==> config.mk <==
export PLATFORM = sky130hd
export DESIGN_NAME = count_wrap_tracker_flat
export DESIGN_NICKNAME = d
export VERILOG_FILES = /design/src/rtl/count_wrap_tracker_if.sv /design/src/rtl/count_wrap_tracker.sv /design/src/flat_wrapper.sv
export SDC_FILE = /design/constraint.sdc
export NUM_CORES = 1
export LEC_CHECK = 0
export BUFFER_PORTS_ARGS = -buffer_cell sky130_fd_sc_hd__buf_4
export CAP_MARGIN = 15
export CORE_MARGIN = 3
export CORE_UTILIZATION = 25
export CTS_BUF_LIST = sky130_fd_sc_hd__clkbuf_8
export CTS_CLUSTER_DIAMETER = 30
export DETAILED_ROUTE_END_ITERATION = 16
export GPL_TIMING_DRIVEN = 0
export PLACE_DENSITY = 0.46
export SETUP_SLACK_MARGIN = 0.15
export SKIP_CTS_REPAIR_TIMING = 1
export SYNTH_ARGS = -nofsm -noshare
export SYNTH_HDL_FRONTEND = slang
export SYNTH_SLANG_ARGS = --single-unit
==> constraint.sdc <==
create_clock -name clock -period 6.31 [get_ports clock]
set_clock_uncertainty 0.1 [all_clocks]
set_input_delay 1.262 -clock clock [delete_from_list [all_inputs] [get_ports clock]]
set_output_delay 1.262 -clock clock [all_outputs]
set_load 0.02 [all_outputs]
==> src/rtl/count_wrap_tracker_if.sv <==
`default_nettype none
// ============================================================================
//  Module      : count_wrap_tracker_if
//  Description : Signal bundle between a 4-bit up counter's observer side and
//                the count_wrap_tracker block.
//                master : drives the sampled counter signals and controls
//                         (count_in, load, load_val, enable, clr_err) and
//                         receives the tracker status.
//                slave  : the tracker itself.
//  Revision    : 1.0 - initial release
// ============================================================================
interface count_wrap_tracker_if;
    logic [3:0] count_in;
    logic       load;
    logic [3:0] load_val;
    logic       enable;
    logic       clr_err;
    logic       wrap_pulse;
    logic [7:0] wrap_cnt;
    logic       seq_err;
    logic [3:0] err_cnt;
    logic [1:0] state;

    modport master (
        output count_in, load, load_val, enable, clr_err,
        input  wrap_pulse, wrap_cnt, seq_err, err_cnt, state
    );

    modport slave (
        input  count_in, load, load_val, enable, clr_err,
        output wrap_pulse, wrap_cnt, seq_err, err_cnt, state
    );
endinterface
`default_nettype wire

==> src/rtl/count_wrap_tracker.sv <==
`default_nettype none
// ============================================================================
//  Module      : count_wrap_tracker
//  Description : Watches the output of a free-running 4-bit up counter (and
//                its load strobe), counts natural 15->0 rollovers and flags
//                any sample that does not follow the expected sequence.
//  Ports       : clock          system clock, shared with the counter
//                rst            synchronous active-high reset
//                bus.count_in   counter output, sampled every rising edge
//                bus.load       counter load strobe
//                bus.load_val   counter load data
//                bus.enable     tracking enable (level)
//                bus.clr_err    clears seq_err / err_cnt
//                bus.wrap_pulse one-cycle pulse per natural rollover
//                bus.wrap_cnt   rollover count, modulo 256
//                bus.seq_err    sticky sequence-error flag
//                bus.err_cnt    mismatch count, saturating at 15
//                bus.state      IDLE=0, SYNC=1, TRACK=2, ERROR=3
//  Revision    : 1.0 - initial release
// ============================================================================
module count_wrap_tracker (
    input  wire logic           clock,
    input  wire logic           rst,
    count_wrap_tracker_if.slave bus
);

    typedef enum logic [1:0] {
        S_IDLE  = 2'd0,
        S_SYNC  = 2'd1,
        S_TRACK = 2'd2,
        S_ERROR = 2'd3
    } state_t;

    localparam logic [3:0] C_ERR_MAX = 4'd15;
    localparam logic [3:0] C_CNT_MAX = 4'd15;

    state_t     r_state;
    logic [3:0] r_prev;
    logic       r_ld_q;
    logic [3:0] r_ldv_q;
    logic       r_wrap_pulse;
    logic [7:0] r_wrap_cnt;
    logic       r_seq_err;
    logic [3:0] r_err_cnt;

    logic [3:0] w_exp;
    logic       w_match;
    logic       w_wrap;

    // The counter either loaded last cycle or incremented (mod 16).
    assign w_exp   = r_ld_q ? r_ldv_q : (r_prev + 4'd1);
    assign w_match = (bus.count_in == w_exp);
    // Only an increment from 15 counts as a rollover; a load that lands on 0
    // produces the same count_in but must not be counted.
    assign w_wrap  = w_match && !r_ld_q && (r_prev == C_CNT_MAX) && (bus.count_in == 4'd0);

    always_ff @(posedge clock) begin
        if (rst) begin
            r_state      <= S_IDLE;
            r_prev       <= 4'd0;
            r_ld_q       <= 1'b0;
            r_ldv_q      <= 4'd0;
            r_wrap_pulse <= 1'b0;
            r_wrap_cnt   <= 8'd0;
            r_seq_err    <= 1'b0;
            r_err_cnt    <= 4'd0;
        end else begin
            r_wrap_pulse <= 1'b0;

            // A mismatch in TRACK below overrides this clear.
            if (bus.clr_err) begin
                r_seq_err <= 1'b0;
                r_err_cnt <= 4'd0;
            end

            case (r_state)
                S_IDLE: begin
                    if (bus.enable) begin
                        r_state <= S_SYNC;
                    end
                end

                S_SYNC: begin
                    r_prev  <= bus.count_in;
                    r_ld_q  <= bus.load;
                    r_ldv_q <= bus.load_val;
                    r_state <= bus.enable ? S_TRACK : S_IDLE;
                end

                S_TRACK: begin
                    if (!bus.enable) begin
                        r_state <= S_IDLE;
                    end else if (w_match) begin
                        r_prev  <= bus.count_in;
                        r_ld_q  <= bus.load;
                        r_ldv_q <= bus.load_val;
                        if (w_wrap) begin
                            r_wrap_pulse <= 1'b1;
                            r_wrap_cnt   <= r_wrap_cnt + 8'd1;
                        end
                    end else begin
                        r_seq_err <= 1'b1;
                        if (bus.clr_err) begin
                            r_err_cnt <= 4'd1;
                        end else if (r_err_cnt != C_ERR_MAX) begin
                            r_err_cnt <= r_err_cnt + 4'd1;
                        end
                        r_state <= S_ERROR;
                    end
                end

                S_ERROR: begin
                    // No compare here; SYNC re-captures the live count.
                    r_state <= bus.enable ? S_SYNC : S_IDLE;
                end

                default: begin
                    r_state <= S_IDLE;
                end
            endcase
        end
    end

    assign bus.state      = r_state;
    assign bus.wrap_pulse = r_wrap_pulse;
    assign bus.wrap_cnt   = r_wrap_cnt;
    assign bus.seq_err    = r_seq_err;
    assign bus.err_cnt    = r_err_cnt;

endmodule
`default_nettype wire

==> src/flat_wrapper.sv <==
// flat-port wrapper written by rule: the top's interface ports become plain ports
module count_wrap_tracker_flat 
  (clock, rst, bus_count_in, bus_load, bus_load_val, bus_enable, bus_clr_err, bus_wrap_pulse, bus_wrap_cnt, bus_seq_err, bus_err_cnt, bus_state);
  count_wrap_tracker_if bus_i ();
  input  wire logic clock;
  input  wire logic rst;
  input wire logic [$bits(bus_i.count_in)-1:0] bus_count_in;
  input wire logic [$bits(bus_i.load)-1:0] bus_load;
  input wire logic [$bits(bus_i.load_val)-1:0] bus_load_val;
  input wire logic [$bits(bus_i.enable)-1:0] bus_enable;
  input wire logic [$bits(bus_i.clr_err)-1:0] bus_clr_err;
  output wire logic [$bits(bus_i.wrap_pulse)-1:0] bus_wrap_pulse;
  output wire logic [$bits(bus_i.wrap_cnt)-1:0] bus_wrap_cnt;
  output wire logic [$bits(bus_i.seq_err)-1:0] bus_seq_err;
  output wire logic [$bits(bus_i.err_cnt)-1:0] bus_err_cnt;
  output wire logic [$bits(bus_i.state)-1:0] bus_state;
  assign bus_i.count_in = bus_count_in;
  assign bus_i.load = bus_load;
  assign bus_i.load_val = bus_load_val;
  assign bus_i.enable = bus_enable;
  assign bus_i.clr_err = bus_clr_err;
  assign bus_wrap_pulse = bus_i.wrap_pulse;
  assign bus_wrap_cnt = bus_i.wrap_cnt;
  assign bus_seq_err = bus_i.seq_err;
  assign bus_err_cnt = bus_i.err_cnt;
  assign bus_state = bus_i.state;
  count_wrap_tracker u_core (.clock(clock), .rst(rst), .bus(bus_i));
endmodule
# Yosys cells after proc, flatten, opt, wreduce, memory -nomap -nowiden
# Cells that the tools add are included.
[op_classes]
addsub = 3
bitwise_logic = 3
reduce_logical = 11
n_mux = 27
n_eq_ne = 10
[ops]
columns = ["operator", "count"]
rows = [
  ["$mux W4", 11],
  ["$pmux W4 S2", 2],
  ["$add A4 B1 Y4 const B", 2],
  ["$add A8 B1 Y8 const B", 1],
  ["$mux W1", 8],
  ["$mux W2", 4],
  ["$pmux W2 S4", 1],
  ["$eq A2 B2 Y1 const B", 2],
  ["$eq A4 B4 Y1", 1],
  ["$eq A4 B4 Y1 const B", 1],
  ["$logic_not A4 Y1", 1],
  ["$ne A2 B2 Y1 const B", 2],
  ["$ne A4 B4 Y1 const B", 1],
  ["$reduce_and A4 Y1", 1],
  ["$reduce_or A4 Y1", 1],
  ["$logic_and A1 B1 Y1", 3],
  ["$ne A3 B3 Y1 const B", 1],
  ["$not A1 Y1", 3],
  ["$reduce_and A3 Y1", 1],
  ["$eq A2 B1 Y1 const B", 1],
  ["$logic_not A2 Y1", 1],
  ["$ne A2 B1 Y1 const B", 1],
  ["$pmux W1 S2", 1],
  ["$reduce_and A2 Y1", 1],
  ["2 further kinds", 2],
]
[totals]
in_bits = 13
regBits = 25
elab_cells = 62
out_inout_bits = 16

# Logic depth before layout (Yosys ltp)
[logic_depth]
depth_word = 7
mapped_depth = 8
ltp_nobuf = 7

# Worst setup path after synthesis
# OpenSTA, ideal clock, no wires.
[synth_path]
path_type = "input port to flip-flop"
start = "input bus_count_in[1]"
end = "register u_core.r_ld_q"
arrival_time_ns = 2.596
path_buffers = 1
stages = 7
setup_slack_ns = 3.487
setup_ns = 0.128
required_ns = 6.082
path_cell_list = "xor2_1 > a311oi_1 > a32oi_1 > o41ai_2 > buf_4 > mux2i_1 > nor2_1"
[synth_via]
elab_chain_len = 3
[synth_lines]
columns = ["element", "line_no", "rtl"]
rows = [
  ["start, declared", "flat_wrapper.sv:7", "input wire logic [$bits(bus_i.count_in)-1:0] bus_count_in;"],
  ["$eq A4 B4 Y1", "count_wrap_tracker.sv:52", "assign w_match = (bus.count_in == w_exp);"],
  ["$ne A2 B1 Y1 (no line)", "--", ""],
  ["$reduce_and A3 Y1 (no line)", "--", ""],
  ["end signal, assigned", "count_wrap_tracker.sv:85", "r_ld_q <= bus.load;"],
  ["end signal, assigned", "count_wrap_tracker.sv:95", "r_ld_q <= bus.load;"],
  ["end, declared", "count_wrap_tracker.sv:39", "logic r_ld_q;"],
]
# Every way passes these cells.
# A chain may end at the register's enable or synchronous reset.

# Final worst setup path
[layout_path]
start = "input bus_count_in[1]"
end = "register u_core.r_wrap_cnt[7], in the netlist u_core.bus.wrap_cnt[7]"
[layout_via]
elab_chain_len = 5
elab_cells_between_ends = 6
classes_between = "1 x eq/ne; 5 x reduce/logical"
[layout_lines]
columns = ["element", "line_no", "rtl"]
rows = [
  ["$eq A4 B4 Y1", "count_wrap_tracker.sv:52", ""],
  ["$logic_and A1 B1 Y1 (3 in a row)", "count_wrap_tracker.sv:55", "assign w_wrap = w_match && !r_ld_q && (r_prev == C_CNT_MAX) && (bus.count_in == 4'd0);"],
  ["$reduce_and A4 Y1 (no line) (*)", "--", ""],
  ["end signal, assigned", "count_wrap_tracker.sv:99", "r_wrap_cnt <= r_wrap_cnt + 8'd1;"],
  ["end, declared", "count_wrap_tracker.sv:42", "logic [7:0] r_wrap_cnt;"],
]
# Every way passes the cells marked *; elsewhere a longest branch is shown, timed or not.

==> results.json <==
{
  "synth.most_common_cell": "dfxtp_1",
  "endpoint_kind": "flop",
  "ys_ff_latch": 25,
  "setup_tns_ns": 0,
  "netlist.top_cell.by_area": "dfxtp_1",
  "syn-cell-area_um2": 1290,
  "slew_headroom": 0.561,
  "remaining_drc_errors": 0,
  "die_area_um2": 6070,
  "die_h_um": 77.9,
  "crit_arrival_ns": 2.99,
  "coreArea_um2": 4850,
  "viasPerCell": 4.73,
  "min_period_ns": 2.97,
  "hold-path-cell-count": 2,
  "max_clock_freq_mhz": 337,
  "synth.area.top_cells": "dfxtp_1 39%, mux2i_1 8.5%, nor2_1 4.4%, a21oi_1 3.1%, ha_1 2.9%",
  "maxSlewViolCount": 0,
  "grt_pass1_vias": 1141,
  "drive_above_1_share": 0.253,
  "power_density_nw_per_um2": 180,
  "io_pins": 29,
  "cp.required_ns": 6.34,
  "clk_latency_ns": 0.26,
  "clk_pin_slew_ns": 0.08,
  "n_antenna_cell": 0,
  "synthTopCellsByCount": "25 x dfxtp_1, 15 x nor2_1, 11 x mux2i_1",
  "final_antenna_net_count": 0,
  "synth_edf_count": 0,
  "hold_viol": 0,
  "grt_pass1_wl_mm": 5.31,
  "r2r_slack_ns": 3.76,
  "r2r-end": "u_core.bus.wrap_cnt[7]",
  "htree_levels": 1,
  "holdCritPathClass": "flop to flop",
  "min_from": "u_core.bus.seq_err",
  "rsz0062_at_grt": "no",
  "die_w_um": 77.9,
  "holdWs_ns": 0.383,
  "ys_seq_area_frac": 0.387,
  "dpl.hpwl_mm": 2.33,
  "finalNetCount": 191,
  "tightest_slew_ns": 0.652,
  "yosysTopAreaCellShare": 0.387,
  "placed_area_um2": 1590,
  "holdPathEnd": "u_core.bus.seq_err",
  "r2r_start": "u_core.r_prev[0]",
  "overflow": 0,
  "path_max_fanout": 5,
  "drt-pass1-iter-count": 4,
  "p_leak_nw": 0.628,
  "avgSynthCellArea_um2": 9.10,
  "cts_buffer_depth": 2,
  "wirelength_mm": 3.00,
  "worstSetupStartpointType": "input pin",
  "cts_tree": "built",
  "initial_core_util": 0.267,
  "drtIter0Drc": 47,
  "synth_ff_type": "dfxtp_1",
  "max-vdd-ir-drop_mv": 0.0849,
  "syn_to_final_growth_pct": 26.3,
  "antenna_found_initial": 0,
  "yosys_warnings": 0,
  "rows": 25,
  "vias": 1140,
  "fin_area_um2": 1630,
  "cts_buffers": 3,
  "synth_cell_types": 39,
  "r2r_cells": 7,
  "port_buffers": 28,
  "wire_per_inst_um": 12.4,
  "cap_violations": 0,
  "grt_max_degree": 15,
  "status": "finished clean",
  "ys_async_sr_fraction": 0,
  "clkSinkCount": 25,
  "routabilityCongestion": 0.769,
  "worstSetupPathType": "input pin to flop",
  "cts_root_buf": "clkbuf_8",
  "grt_util_all_layers": 0.105,
  "min_period_over_period": 0.470,
  "syn-instance-count": 142,
  "setup_viol_count_final": 0,
  "power_mw": 0.294,
  "synth_nets": 158
}
[kinds of logic after synthesis]
logic type / share of synthesized area
AND/OR/NAND/NOR: 0.288
AO/OA/AOI/OAI: 0.138
flip-flops: 0.387
multiplexers: 0.0852
buffers and inverters: 0.0319
XOR/XNOR: 0.0407
adder cells (fa/ha/maj): 0.0290
[critical path: stages]
cell	delay, ns
buf_4	0.13
xor2_1	0.15
a311oi_1	0.26
a32oi_1	0.22
nor4_1	0.67
a31o_2	0.25
a21oi_1	0.05
[metal layers]
| layer | vias to the layer above | GRT usage | part of all wire |
|---|---|---|---|
| li1 | 584 | - | - |
| met1 | 542 | 0.130 | 0.47 |
| met2 | 12 | 0.186 | 0.49 |
| met3 | 2 | 0.0209 | 0.029 |
| met4 | 0 | 0.0262 | 0.0073 |
| met5 | - | 0 | 0 |
[cells in the final DEF, fill, tap and decap left out, types with 3 or more instances in the layout]
master	Yosys	layout
and3_1	4	4
a31oi_1	3	3
xnor2_1	4	4
nor3_1	4	4
a21bo_2	3	3
nand4_1	4	4
nand2_1	6	6
inv_1	4	4
nand3_1	3	3
nor2_1	15	15
ha_1	3	3
o21ai_0	4	4
nor2b_1	6	6
clkbuf_8	0	3
mux2i_1	11	11
a21oi_1	8	8
and2_1	3	3
nand3b_1	4	4
buf_4	1	29
dfxtp_1	25	25
[power by group]
part | switching, mW | internal, mW
Sequential | 0.00383 | 0.161
Combinational | 0.0198 | 0.0165
Clock | 0.0487 | 0.0441
Total | 0.0723 | 0.222
[area by class of cell]
type                    instances  area (µm²)
fillers                       519        3220
well taps                      67        83.8
inverters                       4        15.0
clock inverters                 1        5.00
multi-input cells             109         751
repair buffers                 28         210
plain buffers                   4        26.3
flip-flops and latches         25         500
clock buffers                   3        41.3
[how the worst max path moves through the flow]
stage	from	to	slack [ns]	depth (start not counted)
after detailed placement	bus_count_in[1]	u_core.bus.wrap_cnt[6]	3.10	7
after CTS	bus_count_in[1]	u_core.bus.wrap_cnt[7]	3.37	7
after floorplan	bus_count_in[1]	u_core.r_ld_q	3.49	7
after global placement	bus_count_in[1]	u_core.bus.wrap_cnt[7]	3.16	7
final	bus_count_in[1]	u_core.bus.wrap_cnt[7]	3.34	7
after global routing	bus_count_in[1]	u_core.bus.wrap_cnt[7]	3.19	7
[registers in the layout, summed over array words and instances, names as in the netlist]
signal                 flops
u_core.bus.wrap_cnt        8
u_core.bus.err_cnt         4
u_core.r_ldv_q             4
u_core.r_prev              4
u_core.bus.state           2
u_core.bus.seq_err         1
u_core.bus.wrap_pulse      1
u_core.r_ld_q              1
[per-stage QoR]
stage | instances | utilization | setup WS (ns)
after floorplan | 142 | - | 3.49
after global placement | 237 | 0.327 | 3.16
after detailed placement | 237 | 0.327 | 3.10
final | 241 | 0.337 | 3.34
after global routing | 241 | 0.337 | 3.19
after CTS | 241 | 0.337 | 3.37
Note: power is estimated with default switching activity, not from simulation.
